## src/rtl/mag_scan_ctrl_pkg.sv

```systemverilog
// Shared types and constants for the FFT magnitude scan controller.
package mag_scan_ctrl_pkg;

  localparam int ADDR_W = 10;
  localparam int MAG_W  = 16;
  localparam int FFT_N  = 1024;

  typedef enum logic [1:0] {
    IDLE,
    SCAN,
    DRAIN,
    DONE
  } scan_state_t;

endpackage

```

## src/rtl/mag_scan_ctrl_if.sv

```systemverilog
// Magnitude-RAM read port plus the aligned sample stream toward the peak detector.
// master: the scan controller. slave: the RAM and downstream peak detector.
interface mag_scan_ctrl_if;

  logic                               ram_rd_en;
  logic [mag_scan_ctrl_pkg::ADDR_W-1:0] ram_rd_addr;
  logic [mag_scan_ctrl_pkg::MAG_W-1:0]  ram_rd_data;
  logic [mag_scan_ctrl_pkg::MAG_W-1:0]  mag_data;
  logic [mag_scan_ctrl_pkg::ADDR_W-1:0] mag_addr;
  logic                               mag_valid;
  logic                               scan_en;
  logic                               scan_done;

  modport master (
    output ram_rd_en, ram_rd_addr, mag_data, mag_addr, mag_valid, scan_en, scan_done,
    input  ram_rd_data
  );

  modport slave (
    input  ram_rd_en, ram_rd_addr, mag_data, mag_addr, mag_valid, scan_en, scan_done,
    output ram_rd_data
  );

endinterface

```

## src/rtl/scan_delay_line.sv

```systemverilog
// Delays the read strobe and address by the RAM read latency so they line up
// with the returned data. pre_valid is the strobe about to enter the last
// stage, used to capture the RAM data in step with the output valid.
module scan_delay_line
  import mag_scan_ctrl_pkg::*;
#(
  parameter int DEPTH = 1
) (
  input  logic              clk,
  input  logic              rst_n,
  input  logic              flush,
  input  logic              in_valid,
  input  logic [ADDR_W-1:0] in_addr,
  output logic              out_valid,
  output logic [ADDR_W-1:0] out_addr,
  output logic              pre_valid
);

  logic [DEPTH-1:0]  vld_pipe;
  logic [ADDR_W-1:0] addr_pipe [DEPTH];

  // Shift register for strobe and address; an abort empties it in one cycle.
  always_ff @(posedge clk or negedge rst_n) begin
    if (!rst_n) begin
      vld_pipe <= '0;
      for (int i = 0; i < DEPTH; i++) addr_pipe[i] <= '0;
    end else if (flush) begin
      vld_pipe <= '0;
      for (int i = 0; i < DEPTH; i++) addr_pipe[i] <= '0;
    end else begin
      vld_pipe[0]  <= in_valid;
      addr_pipe[0] <= in_addr;
      for (int i = 1; i < DEPTH; i++) begin
        vld_pipe[i]  <= vld_pipe[i-1];
        addr_pipe[i] <= addr_pipe[i-1];
      end
    end
  end

  assign out_valid = vld_pipe[DEPTH-1];
  assign out_addr  = addr_pipe[DEPTH-1];

  generate
    if (DEPTH == 1) begin : g_tap_in
      assign pre_valid = in_valid;
    end else begin : g_tap_pipe
      assign pre_valid = vld_pipe[DEPTH-2];
    end
  endgenerate

endmodule

```

## src/rtl/mag_scan_ctrl.sv

```systemverilog
// Scan controller: on a rising edge of start, reads SCAN_LEN-FIRST_ADDR bins
// from the magnitude RAM and streams them, latency-aligned, to the peak
// detector. key aborts any pass.
// Optional build macro MAG_SCAN_SKIP_DC_EN: start the scan at bin 1 (skip DC).
module mag_scan_ctrl
  import mag_scan_ctrl_pkg::*;
#(
  parameter int SCAN_LEN = 512,
  parameter int RD_LAT   = 1
) (
  input  logic            clk,
  input  logic            rst_n,
  input  logic            start,
  input  logic            key,
  output logic            busy,
  mag_scan_ctrl_if.master bus
);

`ifdef MAG_SCAN_SKIP_DC_EN
  localparam logic [ADDR_W-1:0] FIRST_ADDR = ADDR_W'(1);
`else
  localparam logic [ADDR_W-1:0] FIRST_ADDR = ADDR_W'(0);
`endif
  localparam logic [ADDR_W-1:0] LAST_ADDR  = ADDR_W'(SCAN_LEN - 1);
  localparam logic [2:0]        DRAIN_INIT = 3'(RD_LAT - 1);

  scan_state_t       state;
  logic              start_q;
  logic              start_edge;
  logic [2:0]        drain_cnt;
  logic              rd_en;
  logic [ADDR_W-1:0] rd_addr;
  logic              scan_en;
  logic              scan_done;
  logic [MAG_W-1:0]  mag_data;
  logic              dl_valid;
  logic [ADDR_W-1:0] dl_addr;
  logic              dl_pre_valid;

  assign start_edge = start & ~start_q;

  // Pass sequencer with all control outputs registered alongside the state.
  always_ff @(posedge clk or negedge rst_n) begin
    if (!rst_n) begin
      state     <= IDLE;
      start_q   <= 1'b0;
      drain_cnt <= '0;
      rd_en     <= 1'b0;
      rd_addr   <= '0;
      scan_en   <= 1'b0;
      scan_done <= 1'b0;
      busy      <= 1'b0;
    end else begin
      start_q <= start;
      if (key) begin
        state     <= IDLE;
        drain_cnt <= '0;
        rd_en     <= 1'b0;
        rd_addr   <= '0;
        scan_en   <= 1'b0;
        scan_done <= 1'b0;
        busy      <= 1'b0;
      end else begin
        case (state)
          IDLE: begin
            scan_done <= 1'b0;
            if (start_edge) begin
              state   <= SCAN;
              rd_en   <= 1'b1;
              rd_addr <= FIRST_ADDR;
              scan_en <= 1'b1;
              busy    <= 1'b1;
            end
          end
          SCAN: begin
            if (rd_addr == LAST_ADDR) begin
              state     <= DRAIN;
              rd_en     <= 1'b0;
              rd_addr   <= '0;
              drain_cnt <= DRAIN_INIT;
            end else begin
              rd_addr <= rd_addr + 1'b1;
            end
          end
          DRAIN: begin
            if (drain_cnt == 3'd0) begin
              state     <= DONE;
              scan_done <= 1'b1;
              scan_en   <= 1'b0;
            end else begin
              drain_cnt <= drain_cnt - 1'b1;
            end
          end
          DONE: begin
            state     <= IDLE;
            scan_done <= 1'b0;
            busy      <= 1'b0;
          end
          default: begin
            state <= IDLE;
          end
        endcase
      end
    end
  end

  scan_delay_line #(.DEPTH(RD_LAT)) u_delay (
    .clk       (clk),
    .rst_n     (rst_n),
    .flush     (key),
    .in_valid  (rd_en),
    .in_addr   (rd_addr),
    .out_valid (dl_valid),
    .out_addr  (dl_addr),
    .pre_valid (dl_pre_valid)
  );

  // Capture RAM data on the same edge that raises mag_valid for that sample.
  always_ff @(posedge clk or negedge rst_n) begin
    if (!rst_n) begin
      mag_data <= '0;
    end else if (!key && dl_pre_valid) begin
      mag_data <= bus.ram_rd_data;
    end
  end

  assign bus.ram_rd_en   = rd_en;
  assign bus.ram_rd_addr = rd_addr;
  assign bus.mag_data    = mag_data;
  assign bus.mag_addr    = dl_addr;
  assign bus.mag_valid   = dl_valid;
  assign bus.scan_en     = scan_en;
  assign bus.scan_done   = scan_done;

endmodule

```

## src/flat_wrapper.sv

```systemverilog
// flat-port wrapper written by rule: the top's interface ports become plain ports
module mag_scan_ctrl_flat import mag_scan_ctrl_pkg::*;
#(
  parameter int SCAN_LEN = 512,
  parameter int RD_LAT   = 1
)
  (clk, rst_n, start, key, busy, bus_ram_rd_en, bus_ram_rd_addr, bus_mag_data, bus_mag_addr, bus_mag_valid, bus_scan_en, bus_scan_done, bus_ram_rd_data);
  mag_scan_ctrl_if bus_i ();
  input  logic clk;
  input  logic rst_n;
  input  logic start;
  input  logic key;
  output logic busy;
  output wire logic [$bits(bus_i.ram_rd_en)-1:0] bus_ram_rd_en;
  output wire logic [$bits(bus_i.ram_rd_addr)-1:0] bus_ram_rd_addr;
  output wire logic [$bits(bus_i.mag_data)-1:0] bus_mag_data;
  output wire logic [$bits(bus_i.mag_addr)-1:0] bus_mag_addr;
  output wire logic [$bits(bus_i.mag_valid)-1:0] bus_mag_valid;
  output wire logic [$bits(bus_i.scan_en)-1:0] bus_scan_en;
  output wire logic [$bits(bus_i.scan_done)-1:0] bus_scan_done;
  input wire logic [$bits(bus_i.ram_rd_data)-1:0] bus_ram_rd_data;
  assign bus_ram_rd_en = bus_i.ram_rd_en;
  assign bus_ram_rd_addr = bus_i.ram_rd_addr;
  assign bus_mag_data = bus_i.mag_data;
  assign bus_mag_addr = bus_i.mag_addr;
  assign bus_mag_valid = bus_i.mag_valid;
  assign bus_scan_en = bus_i.scan_en;
  assign bus_scan_done = bus_i.scan_done;
  assign bus_i.ram_rd_data = bus_ram_rd_data;
  mag_scan_ctrl #(.SCAN_LEN(SCAN_LEN), .RD_LAT(RD_LAT)) u_core (.clk(clk), .rst_n(rst_n), .start(start), .key(key), .busy(busy), .bus(bus_i));
endmodule
```

## config.mk

```make
export PLATFORM = sky130hd
export DESIGN_NAME = mag_scan_ctrl_flat
export DESIGN_NICKNAME = d
export VERILOG_FILES = /design/src/rtl/mag_scan_ctrl_pkg.sv /design/src/rtl/mag_scan_ctrl_if.sv /design/src/rtl/scan_delay_line.sv /design/src/rtl/mag_scan_ctrl.sv /design/src/flat_wrapper.sv
export SDC_FILE = /design/constraint.sdc
export NUM_CORES = 1
export LEC_CHECK = 0
export ABC_AREA = 1
export CAP_MARGIN = 0
export CORE_MARGIN = 4
export CORE_UTILIZATION = 41
export DETAILED_ROUTE_END_ITERATION = 10
export HOLD_SLACK_MARGIN = 0.05
export PLACE_DENSITY_LB_ADDON = 0.3
export SLEW_MARGIN = 0
export SYNTH_ARGS = -nofsm -noshare
export SYNTH_HDL_FRONTEND = slang
export SYNTH_HIERARCHICAL = 1
export SYNTH_SLANG_ARGS = --single-unit
```

## constraint.sdc

```tcl
create_clock -name clk -period 2.7 [get_ports clk]
set_clock_uncertainty 0.05 [all_clocks]
set_input_delay 0.81 -clock clk [delete_from_list [all_inputs] [get_ports clk]]
set_output_delay 0.81 -clock clk [all_outputs]
set_load 0.02 [all_outputs]
```

==> flow_metrics.tcl, run 1 <==
set metrics [dict create \
    worst-path-buf-inv 1 \
    synth_edf_count 0 \
    clock_latency_ns 0.30 \
    io_pins 61 \
    die_h_um 81.5 \
    die_x_um 81.5 \
    synth.avg_cell_area_sq_um 10.3 \
    synth_area_sq_mm 0.00221 \
    synth-simple-area-share_pct 18.4 \
    post_cts_buffers 0 \
    cts_buffers 5 \
    holdBufCountCts 0 \
    worst-path-stages 1 \
    path_max_fanout 6 \
    yosysUniqueCellTypes 30 \
    clock-root-buffer "clkbuf_8" \
    yosys.area.top_type "dfrtp_1" \
    criticalPathCategory "register to output pin" \
    post-route-drc-count 0 \
    first_pass_iters 4 \
    total_power_mw 2.73 \
    ys_async_sr_fraction_pct 100 \
    drtIter0Drc 75 \
    place_congestion 0.789 \
    status "complete, no violations" \
    r2r_end "u_core/bus.ram_rd_addr[3]" \
    min-delay-start "u_core/drain_cnt[1]" \
    slowest_delay_ns 0.64 \
    wl_per_cell_um 12.4 \
    die_area_sq_mm 0.00664 \
    routed_wirelength_um 4380 \
    num-nets-final 308 \
    overflow 0 \
    yosysSeqAreaShare_pct 53.1 \
    antenna_cells 0 \
    syn_inst 215 \
    start_util_pct 42.8 \
    fin_crit_ns 2.26 \
    slew_headroom_pct 60.8 \
    ys_ff_latch 47 \
    h-tree-depth 2 \
    reg2reg_depth 10 \
    hold_path_class "register to register" \
    r2r-start "u_core/state[0]" \
    synth_warnings 6 \
    r2r_setup_slack_ns 0.99 \
    final-setup-viol-count 0 \
    vdd_ir_drop_max_uv 367 \
    cpLargestDelayFamily "buffers and inverters" \
    whs_endpoint "u_core/drain_cnt[1]" \
    synth_flop_cell "dfrtp_1" \
    grt_use_total_pct 14.7 \
    synthXorXnorAreaFrac_pct 1.19 \
    required_ns 1.84 \
    grt_pass1_wl_um 7380 \
    end_kind "output pin" \
    syn_nets 242 \
    power_density_mw_per_mm2 909 \
    fin_crit_sh_pct 83.7 \
    drive_gt1_share_pct 19.9 \
    grt_pass1_vias 1643 \
    synth_top_area_share_pct 53.1 \
    fin_tns_setup_ns 0 \
    clockBufferDepth 2 \
    hold_viol 0 \
    cts_tree "yes" \
    post_drt_via_cell_ratio 4.64 \
    yosys-top-cells-count "47 x dfrtp_1, 36 x inv_1, 32 x nand2_1" \
    dpl.cell_count 344 \
    min_path_cells 2 \
    tightest_slew_ns 0.589 \
    fmax_ghz 0.442 \
    cpMaxStageDelayCell "clkdlybuf4s50_1" \
    worst_ep_arrival_time_ns 1.40 \
    io_buffer_count 60 \
    stdcell_count 352 \
    maxCapViolations 0 \
    vias 1632 \
    antenna_found_initial 0 \
    rsz0062_at_grt "no" \
    syn2layout_area_growth_pct 35.5 \
    synth.area.top_cells "dfrtp_1 53%, mux2_4 6.8%, inv_1 6.1%, nand2_1 5.4%, ha_1 4.0%" \
    grt_max_degree 48 \
    std_cell_rows 26 \
    cp-start-kind "register" \
    cts_resized 0 \
    drv_slew 0 \
    core_sq_mm 0.00517 \
    synth-adder-area-share_pct 3.95 \
    n_fill_cell 445 \
    synth-compound-area-share_pct 5.31 \
    synth_top_family_by_area "simple AND/OR/NAND/NOR gates" \
    muxShareOfSynthArea_pct 9.83 \
    ant_nets 0 \
    dp_hpwl_um 3230 \
    synth_most_common_cell "dfrtp_1" \
    cp_cell_sequence "clkdlybuf4s50_1" \
    total_leakage_power_nw 1.41 \
    clk_pin_slew_ns 0.08 \
    cts_sinks 47 \
]
-- final cells by class --
class                           count  area, sq um  share of cell area, %
Sequential cell                    47         1180                   39.2
Multi-Input combinational cell    125          856                   28.5
Timing Repair Buffer               62          611                   20.4
Inverter                           40          153                   5.09
Tap cell                           70         87.6                   2.92
Clock buffer                        6         82.6                   2.75
Clock inverter                      2         35.0                   1.17
-- placed cells by master (no fill, tap or decap) --
cell type	count
o21ai_1	2
nand3b_1	1
nor4_1	1
nand3_1	2
nor3_2	1
a21oi_1	2
nor3_1	4
inv_1	36
buf_4	2
nor2_2	6
nor2_1	18
nand2_1	32
mux2_4	10
mux2_2	6
nand3_2	1
or2_2	2
o22ai_1	1
buf_2	1
nand2_2	4
clkdlybuf4s50_1	59
dfrtp_1	47
inv_2	3
nand4_1	2
ha_1	7
o21ai_0	8
o21ai_2	5
bufinv_16	1
nand2_4	5
nor2_4	1
inv_4	1
clkbuf_8	6
xor2_1	3
a22oi_1	1
clkinv_2	1
-- routing by layer --
| layer | share of wire, % | vias to the layer above | track usage [%] |
|---|---|---|---|
| met4 | 1.0 | 0 | 6.08 |
| met2 | 46 | 49 | 24.2 |
| met5 | 0 | - | 0 |
| met3 | 6.9 | 4 | 4.06 |
| met1 | 46 | 779 | 18.2 |
| li1 | - | 800 | - |
-- per-stage QoR --
stage	hold WS (ns)	worst slack [ns]	area [sq um]	utilization [%]
2_1_floorplan	0.405	1.08	2210	-
3_3_place_gp	0.418	0.343	2880	55.7
3_5_place_dp	0.420	0.307	2880	55.7
4_1_cts	0.442	0.419	3000	58.0
5_1_grt	0.476	0.369	3000	58.0
6_report	0.439	0.439	3000	58.0
-- how the worst max path moves through the flow --
stage / start / end
finish: u_core/bus.ram_rd_addr[2] / bus_ram_rd_addr[2]
global route: u_core/bus.ram_rd_addr[2] / bus_ram_rd_addr[2]
CTS: u_core/bus.ram_rd_en / bus_ram_rd_en
detailed placement: key / u_core/bus.mag_data[6]
global placement: key / u_core/bus.mag_data[4]
floorplan: key / u_core/bus.mag_data[0]
-- cells by family after synthesis --
| family | count (synthesis) |
|---|---|
| buffers and inverters | 43 |
| XOR/XNOR | 3 |
| AND/OR/NAND/NOR | 80 |
| AO/OA/AOI/OAI | 19 |
| adder cells (fa/ha/maj) | 7 |
| multiplexers | 16 |
| flip-flops | 47 |
-- power breakdown --
group / internal [mW] / total [mW] / switching [mW]
Sequential: 0.883 / 0.992 / 0.109
Clock: 0.300 / 0.529 / 0.229
Combinational: 0.578 / 1.21 / 0.629
Total: 1.76 / 2.73 / 0.967
-- sequential cells by signal (all words and copies together) (netlist names) --
| name | cells |
|---|---|
| u_core/bus.mag_data | 16 |
| u_core/bus.ram_rd_addr | 10 |
| u_core/u_delay/out_addr | 10 |
| u_core/drain_cnt | 3 |
| u_core/state | 2 |
| u_core/bus.ram_rd_en | 1 |
| u_core/bus.scan_done | 1 |
| u_core/bus.scan_en | 1 |
| u_core/busy | 1 |
| u_core/start_q | 1 |
| u_core/u_delay/out_valid | 1 |
-- tightest hold or removal path: cells and delay by family, from the launching register on --
kind	cells	cell delay [ns]
simple gates	1	0.06
flops	1	0.35
compound gates	1	0.05
No activity file was read; power rests on OpenSTA's default activity.
==> run 2, diff against run 1 <==
==> constraint.sdc (replaced) <==
create_clock -name clk -period 1.9 [get_ports clk]
set_clock_uncertainty 0.05 [all_clocks]
set_input_delay 0.57 -clock clk [delete_from_list [all_inputs] [get_ports clk]]
set_output_delay 0.57 -clock clk [all_outputs]
set_load 0.02 [all_outputs]
==> flow_metrics.tcl, run 2 (same netlist as run 1, synthesis figures left out) <==
set metrics [dict create \
    final_cell_mix "47 x dfrtp_1, 36 x inv_1, 32 x nand2_1" \
    die_h_um 81.5 \
    holdWs_ns 0.143 \
    clk_pin_slew_ns 0.08 \
    clock_latency_ns 0.29 \
    vdd_ir_drop_max_uv 519 \
    drive_gt1_share_pct 22.9 \
    die_area_sq_mm 0.00664 \
    n_fill_cell 434 \
    io_buffer_count 60 \
    hold_viol 0 \
    maxCapViolations 0 \
    holdBufCountCts 0 \
    slew_headroom_pct 73.6 \
    hold_path_class "input pin to asynchronous set/reset pin" \
    start_util_pct 42.8 \
    drtIter0Drc 61 \
    cts_resized 6 \
    cts_sinks 47 \
    clock-root-buffer "clkbuf_8" \
    drv_slew 0 \
    die_x_um 81.5 \
    num-nets-final 320 \
    overflow 0 \
    post-route-drc-count 0 \
    dpl_worst_slack_ns -0.203 \
    total_leakage_power_nw 1.85 \
    layout_commonest_cell "dfrtp_1" \
    post_cts_buffers 0 \
    power_density_mw_per_mm2 1180 \
    fin_tns_setup_ns 0 \
    path_max_fanout 2 \
    seqCellArea_sq_mm 0.00118 \
    first_pass_iters 4 \
    criticalPathCategory "register to output pin" \
    syn2layout_area_growth_pct 42.4 \
    multi_input_area_sq_um 856 \
    required_ns 1.28 \
    vias 1630 \
    std_cell_rows 26 \
    regMostFlops "u_core/bus.mag_data" \
    cts_tree "yes" \
    clockBufferDepth 2 \
    wl_per_cell_um 12.6 \
    setup_ws_ns 0.0384 \
    dp_hpwl_um 3450 \
    fin_crit_ns 1.86 \
    post_drt_via_cell_ratio 4.49 \
    h-tree-depth 2 \
    ant_nets 0 \
    grt_pass1_vias 1622 \
    total_power_mw 3.71 \
    tightest_slew_ns 0.397 \
    worst-path-buf-inv 1 \
    place_congestion 0.801 \
    cpMaxStageDelayCell "clkdlybuf4s50_1" \
    status "complete, no violations" \
    fmax_ghz 0.537 \
    io_pins 61 \
    antenna_cells 0 \
    largest_register_ffs 16 \
    end_kind "output pin" \
    slowest_delay_ns 0.60 \
    cp-start-kind "register" \
    grt_use_total_pct 14.4 \
    grt_max_degree 32 \
    cpLargestDelayFamily "buffers and inverters" \
    fin_crit_sh_pct 98.0 \
    stdcell_count 363 \
    antenna_found_initial 0 \
    routed_wirelength_um 4580 \
    final-setup-viol-count 0 \
    cts_buffers 5 \
    grt_pass1_wl_um 7400 \
    core_sq_mm 0.00517 \
    cp_cell_sequence "clkdlybuf4s50_1" \
    worst_ep_arrival_time_ns 1.24 \
    dpl.cell_count 356 \
]
-- run 2: cell types whose count changed in the layout (fill, tap and decap cells not counted) --
cell             change
dlygate4sd2_1        +6
bufinv_16            -1
buf_4                +9
clkdlybuf4s50_1     -31
dlymetal6s2s_1      +25
buf_12               +3
-- run 2: cell type report --
type / count / share of cell area [%]
flip-flops and latches: 47 / 37.3
multi-input cells: 125 / 27.1
repair buffers: 74 / 25.2
inverters: 40 / 4.84
well taps: 70 / 2.78
clock buffers: 6 / 2.62
clock inverters: 1 / 0.159
-- run 2: path summary, 6_finish.rpt --
kind	startpoint	endpoint	slack, ns	depth (start not counted)
setup / recovery	u_core/bus.mag_data[2]	bus_mag_data[2]	0.04	1
hold / removal	rst_n	u_core/bus.mag_data[13]	0.14	1
setup reg to reg	u_core/state[0]	u_core/bus.ram_rd_addr[2]	0.23	10
hold reg to reg	u_core/drain_cnt[0]	u_core/drain_cnt[0]	0.44	2
max in group asynchronous	rst_n	u_core/bus.ram_rd_addr[0]	1.17	2
min in group clk	u_core/drain_cnt[0]	u_core/drain_cnt[0]	0.44	2
-- run 2: report_power, final --
part / internal, mW / switching [mW] / total [mW]
registers: 1.25 / 0.147 / 1.40
logic: 0.808 / 0.905 / 1.71
clock network: 0.286 / 0.308 / 0.594
-- run 2: routing by layer --
layer | GRT usage [%] | part of all wire [%]
met5 | 0 | 0
met4 | 4.05 | 0.59
met3 | 3.29 | 7.4
met2 | 24.3 | 47
met1 | 18.5 | 45
-- run 2: through the flow --
step | instance area, sq um | utilization [%]
floorplan | 2210 | -
global placement | 3010 | 58.2
detailed placement | 3010 | 58.2
CTS | 3090 | 59.7
global route | 3150 | 61.0
finish | 3150 | 61.0
==> edit 1, RTL diff (flow settings as in run 1) <==
Set the package constant `MAG_W` to 18 (it was 16).
--- a/src/rtl/mag_scan_ctrl_pkg.sv
+++ b/src/rtl/mag_scan_ctrl_pkg.sv
@@ -2,7 +2,7 @@
 package mag_scan_ctrl_pkg;
 
   localparam int ADDR_W = 10;
-  localparam int MAG_W  = 16;
+  localparam int MAG_W  = 18;
   localparam int FFT_N  = 1024;
 
   typedef enum logic [1:0] {
Interface: changed (resized bus_mag_data and bus_ram_rd_data); port bits go from 61 to 65. No check against the original RTL was run, so the function may have changed too.
==> edit 1 against run 1 <==
Synthesized area rose by 4.1%. Final area up 4.4%. Highest routed layer unchanged. Utilization decreased by 0.78 points. Combinational power shrank 5%. Critical path depth is the same. Wire length rose by 5.8%. Critical endpoint is now bus_ram_rd_addr[4]. Sequential cell count grew 2. Setup slack worse by 100 ps. Total power up 0.13%. Count of clock-buffer cells in the layout did not move. Clock power increased by 2%. Synthesized cell count up 4.2%.
==> edit 1: results (changes against run 1) <==
- Clock Path Buffers: 2 (unchanged)
- Clock Tree Root: clkbuf_8 (unchanged)
- Max incr delay on CP: 680 ps (was 640 ps)
- Dominant cells by area after synthesis: dfrtp_1 (53%), nand2_1 (5.7%), inv_1 (5.2%), mux2_1 (4.9%), mux2_2 (3.9%) (was dfrtp_1 (53%), mux2_4 (6.8%), inv_1 (6.1%), nand2_1 (5.4%), ha_1 (4.0%))
- Via/cell ratio: 4.55 (was 4.64)
- Sequential element share of the synthesized area: 0.532 (was 0.531)
- Max VDD drop: 0.433 mV (was 0.367 mV)
- Gr usage total: 0.147 (about the same)
- RR Startpoint: u_core/state[0]$_DFFE_PN0P_ (unchanged)
- Mapped Cells: 224 (was 215)
- Arrival time worst endpoint: 1500 ps (was 1400 ps)
- Top Family by Delay on Critical Path: buffers and inverters (unchanged)
- Predominant post-synthesis flop cell: dfrtp_1 (unchanged)
- Min-Delay Endpoint: u_core/drain_cnt[2]$_DFFE_PN0P_ (was u_core/drain_cnt[1]$_DFFE_PN0P_)
- Clk slew on worst S/H paths: 90 ps
- N_diodes: 0 (unchanged)
- Synth top cells by count: dfrtp_1 (49), nand2_1 (35), inv_1 (32) (was dfrtp_1 (47), inv_1 (36), nand2_1 (32))
- Initial antenna violation count: 0 (unchanged)
- Post-CTS sizing: 0 (unchanged)
- Crit path max fanout: 7 (was 6)
- Routability cong.: 0.800 (was 0.789)
- Placed Instances: 359 (was 344)
- Status: finished, final reports clean (unchanged)
- Worst r2r dst: u_core/bus.ram_rd_addr[6]$_DFFE_PN0P_ (was u_core/bus.ram_rd_addr[3]$_DFFE_PN0P_)
- Layout Cells excl Fill: 367 (was 352)
- Min-delay src: u_core/drain_cnt[2]$_DFFE_PN0P_ (was u_core/drain_cnt[1]$_DFFE_PN0P_)
- Slowest CP cell: clkdlybuf4s50_1 (unchanged)
- DP Wirelength: 3530 um (was 3230 um)
- Worst r2r path cells: 11 (was 10)
- First-pass GRT wire length: 8110 um (was 7380 um)
- LEAKAGE: 1.45 nW (was 1.41 nW)
- TritonRoute pass-1 iters: 4 (unchanged)
- Max H-tree Level: 2 (unchanged)
- Synth Net Count: 253 (was 242)
- Postcts setup bufs: 0 (unchanged)
- Measured slew at the worst slew-check pin: 594 ps (was 589 ps)
- Detailed Route WL: 4630 um (was 4380 um)
- # nets final: 323 (was 308)
- Reg with most FFs: u_core/bus.mag_data (unchanged)
- Largest net degree at the start of global routing: 50 (was 48)
- Vias in the first global route: 1667 (was 1643)
- Max reg flops: 18 (was 16)
- Cts bufs inserted: 5 (unchanged)
- Share of layout cells above drive strength 1: 0.163 (was 0.199)
- Port bufs: 64 (was 60)
- Async S/R FF share, synth: 1.00 (unchanged)
- Initial DRC Count: 61 (was 75)
- Max-slew violation count: 0 (unchanged)
- Placed cell areas: 3010 um2 (was 2880 um2)
edit 1: cells by family (layout without fill, tap and decap cells):
| logic type | after synthesis | after routing | synth area share |
|---|---|---|---|
| flops | 49 | 49 | 0.532 |
| compound gates | 14 | 14 | 0.0369 |
| fa+ha+maj | 7 | 7 | 0.0380 |
| buf+inv | 41 | 112 | 0.0803 |
| xor+xnor | 2 | 2 | 0.00760 |
| simple gates | 93 | 93 | 0.217 |
| mux | 18 | 18 | 0.0880 |
edit 1: routing by layer:
layer  global-route usage  vias up  part of all wire
li1                     -      845                 -
met1                0.192      762              0.45
met2                0.227       55              0.47
met3               0.0397        8             0.052
met4               0.0669        0             0.024
met5                    0        -                 0
edit 1: worst max-delay path by stage:
stage,startpoint,end,slack (ps),cells after the start
6_report,u_core/bus.ram_rd_addr[4]$_DFFE_PN0P_,bus_ram_rd_addr[4],340,1
5_1_grt,u_core/bus.ram_rd_addr[4]$_DFFE_PN0P_,bus_ram_rd_addr[4],270,1
2_1_floorplan,key,u_core/bus.mag_data[0]$_DFFE_PN0P_,990,5
3_5_place_dp,key,u_core/bus.mag_data[9]$_DFFE_PN0P_,160,4
4_1_cts,u_core/bus.ram_rd_addr[4]$_DFFE_PN0P_,bus_ram_rd_addr[4],320,1
3_3_place_gp,key,u_core/bus.mag_data[13]$_DFFE_PN0P_,180,4
edit 1: area by class of cell:
| type | instances | area, um2 |
|---|---|---|
| Fill cell | 482 | 2340 |
| Sequential cell | 49 | 1230 |
| Multi-Input combinational cell | 134 | 893 |
| Timing Repair Buffer | 67 | 658 |
| Inverter | 37 | 144 |
| Tap cell | 72 | 90.1 |
| Clock buffer | 6 | 82.6 |
| Clock inverter | 2 | 37.5 |
edit 1: per-stage QoR:
step	hold WS, ps	setup WS (ps)	power (W)
floorplan	392	986	0.00174
finish	429	339	0.00273
global route	468	272	0.00292
CTS	436	324	0.00277
detailed placement	413	158	0.00222
global placement	405	180	0.00220
edit 1: where the power goes:
| group | internal, W | switching (W) | leakage [nW] | total [W] |
|---|---|---|---|---|
| registers | 0.000926 | 0.000114 | 0.642 | 0.00104 |
| clock network | 0.000301 | 0.000239 | 0.0574 | 0.000540 |
| logic | 0.000535 | 0.000617 | 0.748 | 0.00115 |
| total | 0.00176 | 0.000970 | 1.45 | 0.00273 |
==> edit 2, RTL diff (config.mk and constraints of run 1) <==
Without the edit above. Put one more register stage on the output `busy`, cleared by the reset. The value now appears one clock later. The other outputs are not delayed to match.
--- a/src/rtl/mag_scan_ctrl.sv
+++ b/src/rtl/mag_scan_ctrl.sv
@@ -24,6 +24,8 @@
   localparam logic [ADDR_W-1:0] LAST_ADDR  = ADDR_W'(SCAN_LEN - 1);
   localparam logic [2:0]        DRAIN_INIT = 3'(RD_LAT - 1);
 
+  logic busy_s0;
+
   scan_state_t       state;
   logic              start_q;
   logic              start_edge;
@@ -49,7 +51,7 @@
       rd_addr   <= '0;
       scan_en   <= 1'b0;
       scan_done <= 1'b0;
-      busy      <= 1'b0;
+      busy_s0   <= 1'b0;
     end else begin
       start_q <= start;
       if (key) begin
@@ -59,7 +61,7 @@
         rd_addr   <= '0;
         scan_en   <= 1'b0;
         scan_done <= 1'b0;
-        busy      <= 1'b0;
+        busy_s0   <= 1'b0;
       end else begin
         case (state)
           IDLE: begin
@@ -69,7 +71,7 @@
               rd_en   <= 1'b1;
               rd_addr <= FIRST_ADDR;
               scan_en <= 1'b1;
-              busy    <= 1'b1;
+              busy_s0 <= 1'b1;
             end
           end
           SCAN: begin
@@ -94,7 +96,7 @@
           DONE: begin
             state     <= IDLE;
             scan_done <= 1'b0;
-            busy      <= 1'b0;
+            busy_s0   <= 1'b0;
           end
           default: begin
             state <= IDLE;
@@ -132,5 +134,13 @@
   assign bus.scan_en     = scan_en;
   assign bus.scan_done   = scan_done;
 
+  always_ff @(posedge clk or negedge rst_n) begin
+    if (!rst_n) begin
+      busy <= '0;
+    end else begin
+      busy <= busy_s0;
+    end
+  end
+
 endmodule
 
Check against the original RTL: not equivalent (Yosys sat finds a counterexample within 4 cycles, from zero or initial values and one cycle with rst_n low).
==> edit 2 against run 1 <==
Synthesized area down 2.3%. Wire length is 1.9% higher. Die area fell by 2.1%. Total power fell by 3.3%. Sequential cell count increased by 1. Final area decreased by 1.7%. Final cell count grew 1.7%. Setup slack got worse by 38 ps. Register-to-register slack got worse by 50 ps. Critical endpoint is now bus_ram_rd_addr[0].
==> edit 2: results (changes against run 1) <==
- Status: finished, final reports clean (unchanged)
- Post-CTS sizing: 0 (unchanged)
- Routability cong.: 0.759 (was 0.789)
- Min-delay src: u_core/busy_s0$_DFFE_PN0P_ (was u_core/drain_cnt[1]$_DFFE_PN0P_)
- HP Class: register to register (unchanged)
- Cts bufs inserted: 5 (unchanged)
- DR DRC count: 0 (unchanged)
- Yosys cell types: 24 (was 30)
- Min-Delay Endpoint: u_core/busy$_DFF_PN0_ (was u_core/drain_cnt[1]$_DFFE_PN0P_)
- Post-route worst setup slack: 401 ps (was 439 ps)
- Synth top cells by count: dfrtp_1 (48), inv_1 (40), nand2_1 (32) (was dfrtp_1 (47), inv_1 (36), nand2_1 (32))
- Synth Net Count: 248 (was 242)
- Max reg flops: 16 (unchanged)
- Hold Crit Depth: 0 (was 2)
- Postcts setup bufs: 0 (unchanged)
- Adder-cell share of the synthesized area: 0.0463 (was 0.0395)
- Via/cell ratio: 4.49 (was 4.64)
- Power Internal: 0.00171 W (was 0.00176 W)
- Max VDD drop: 0.421 mV (was 0.367 mV)
- Arrival time worst endpoint: 1440 ps (was 1400 ps)
- Synth Area per Inst: 9.83 um2 (was 10.3 um2)
- Worst R2R Setup Slack: 940 ps (was 990 ps)
- DP Wirelength: 3420 um (was 3230 um)
- Share of layout cells above drive strength 1: 0.146 (was 0.199)
- Measured slew at the worst slew-check pin: 659 ps (was 589 ps)
- LEAKAGE: 1.36 nW (was 1.41 nW)
- Dominant cells by area after synthesis: dfrtp_1 (56%), mux2_2 (8.3%), inv_1 (6.9%), nand2_1 (5.6%), nor2_1 (4.9%) (was dfrtp_1 (53%), mux2_4 (6.8%), inv_1 (6.1%), nand2_1 (5.4%), ha_1 (4.0%))
- Gr usage total: 0.154 (was 0.147)
- Post-synthesis mux area share: 0.0833 (was 0.0983)
- # nets final: 315 (was 308)
- Placed cell areas: 2840 um2 (was 2880 um2)
- Place WS: 381 ps (was 307 ps)
- Wire per inst: 12.4 um (about the same)
- Initial DRC Count: 71 (was 75)
- Vias: 1608 (was 1632)
- XOR/XNOR Fraction of Synth Area: 0.00810 (was 0.0119)
- First-pass GRT wire length: 7710 um (was 7380 um)
- Placed Instances: 350 (was 344)
- Complex-gate fraction of the synthesized area: 0.0509 (was 0.0531)
- Sequential element share of the synthesized area: 0.555 (was 0.531)
- Largest net degree at the start of global routing: 31 (was 48)
- Clock Path Buffers: 2 (unchanged)
- Max incr delay on CP: 660 ps (was 640 ps)
==> edit 2: cell count changes after synthesis, moves of 4 or more <==
cell / before / now
mux2_2: 6 / 16
mux2_4: 10 / 0
nor2_1: 18 / 28
o21ai_0: 8 / 14
nor2_2: 6 / 1
o21ai_2: 5 / 0
inv_1: 36 / 40
nand2_4: 5 / 1
==> edit 2: layout make-up <==
class,instances,area (um2)
timing repair buffer,63,618
clock buffer,5,68.8
inverter,41,154
clock inverter,3,42.5
multi-input combinational,128,778
fill,472,2160
sequential,48,1200
tap,70,87.6
==> edit 2: through the flow <==
stage,hold slack (ps),utilization
floorplan,299,-
global placement,308,0.556
detailed placement,315,0.556
CTS,337,0.578
global route,340,0.578
finish,334,0.578
==> edit 2: power by group through the flow <==
stage | Sequential, W | Combinational [W] | Clock, W
final | 0.00103 | 0.00110 | 0.000514
after global routing | 0.00106 | 0.00119 | 0.000564
after CTS | 0.00103 | 0.00111 | 0.000524
after detailed placement | 0.00104 | 0.00111 | 0
after global placement | 0.00104 | 0.00108 | 0
after floorplan | 0.00123 | 0.000441 | 0
==> edit 2: routing by layer <==
layer	vias up	share of wire	GRT usage
met5	-	0	0
met4	0	0.0094	0.0490
met3	4	0.067	0.0415
met2	48	0.47	0.251
met1	744	0.45	0.198
li1	812	-	-
==> edit 2: worst max path at each step <==
stage | startpoint | cells after the start | endpoint
detailed placement | key | 4 | u_core/bus.mag_data[3]$_DFFE_PN0P_
finish | u_core/bus.ram_rd_addr[0]$_DFFE_PN0P_ | 1 | bus_ram_rd_addr[0]
global placement | key | 4 | u_core/bus.mag_data[4]$_DFFE_PN0P_
CTS | u_core/bus.ram_rd_addr[0]$_DFFE_PN0P_ | 1 | bus_ram_rd_addr[0]
global route | u_core/bus.ram_rd_addr[0]$_DFFE_PN0P_ | 1 | bus_ram_rd_addr[0]
floorplan | key | 4 | u_core/bus.mag_data[0]$_DFFE_PN0P_
==> edit 2: logic make-up after synthesis <==
kind of cell	Yosys count
flip-flops	48
adder cells (fa/ha/maj)	8
AND/OR/NAND/NOR	81
AO/OA/AOI/OAI	21
XOR/XNOR	2
buffers and inverters	44
multiplexers	16
==> edit 2: worst register-to-register path, stage by stage (launching register included) <==
cell and delay, ps:
dfrtp_1 430, inv_1 130, ha_1 200, inv_1 80, nor2_1 130, nand2_2 90, nand2_4 130, inv_1 120
nand2_2 150, inv_1 90, nor2_1 110
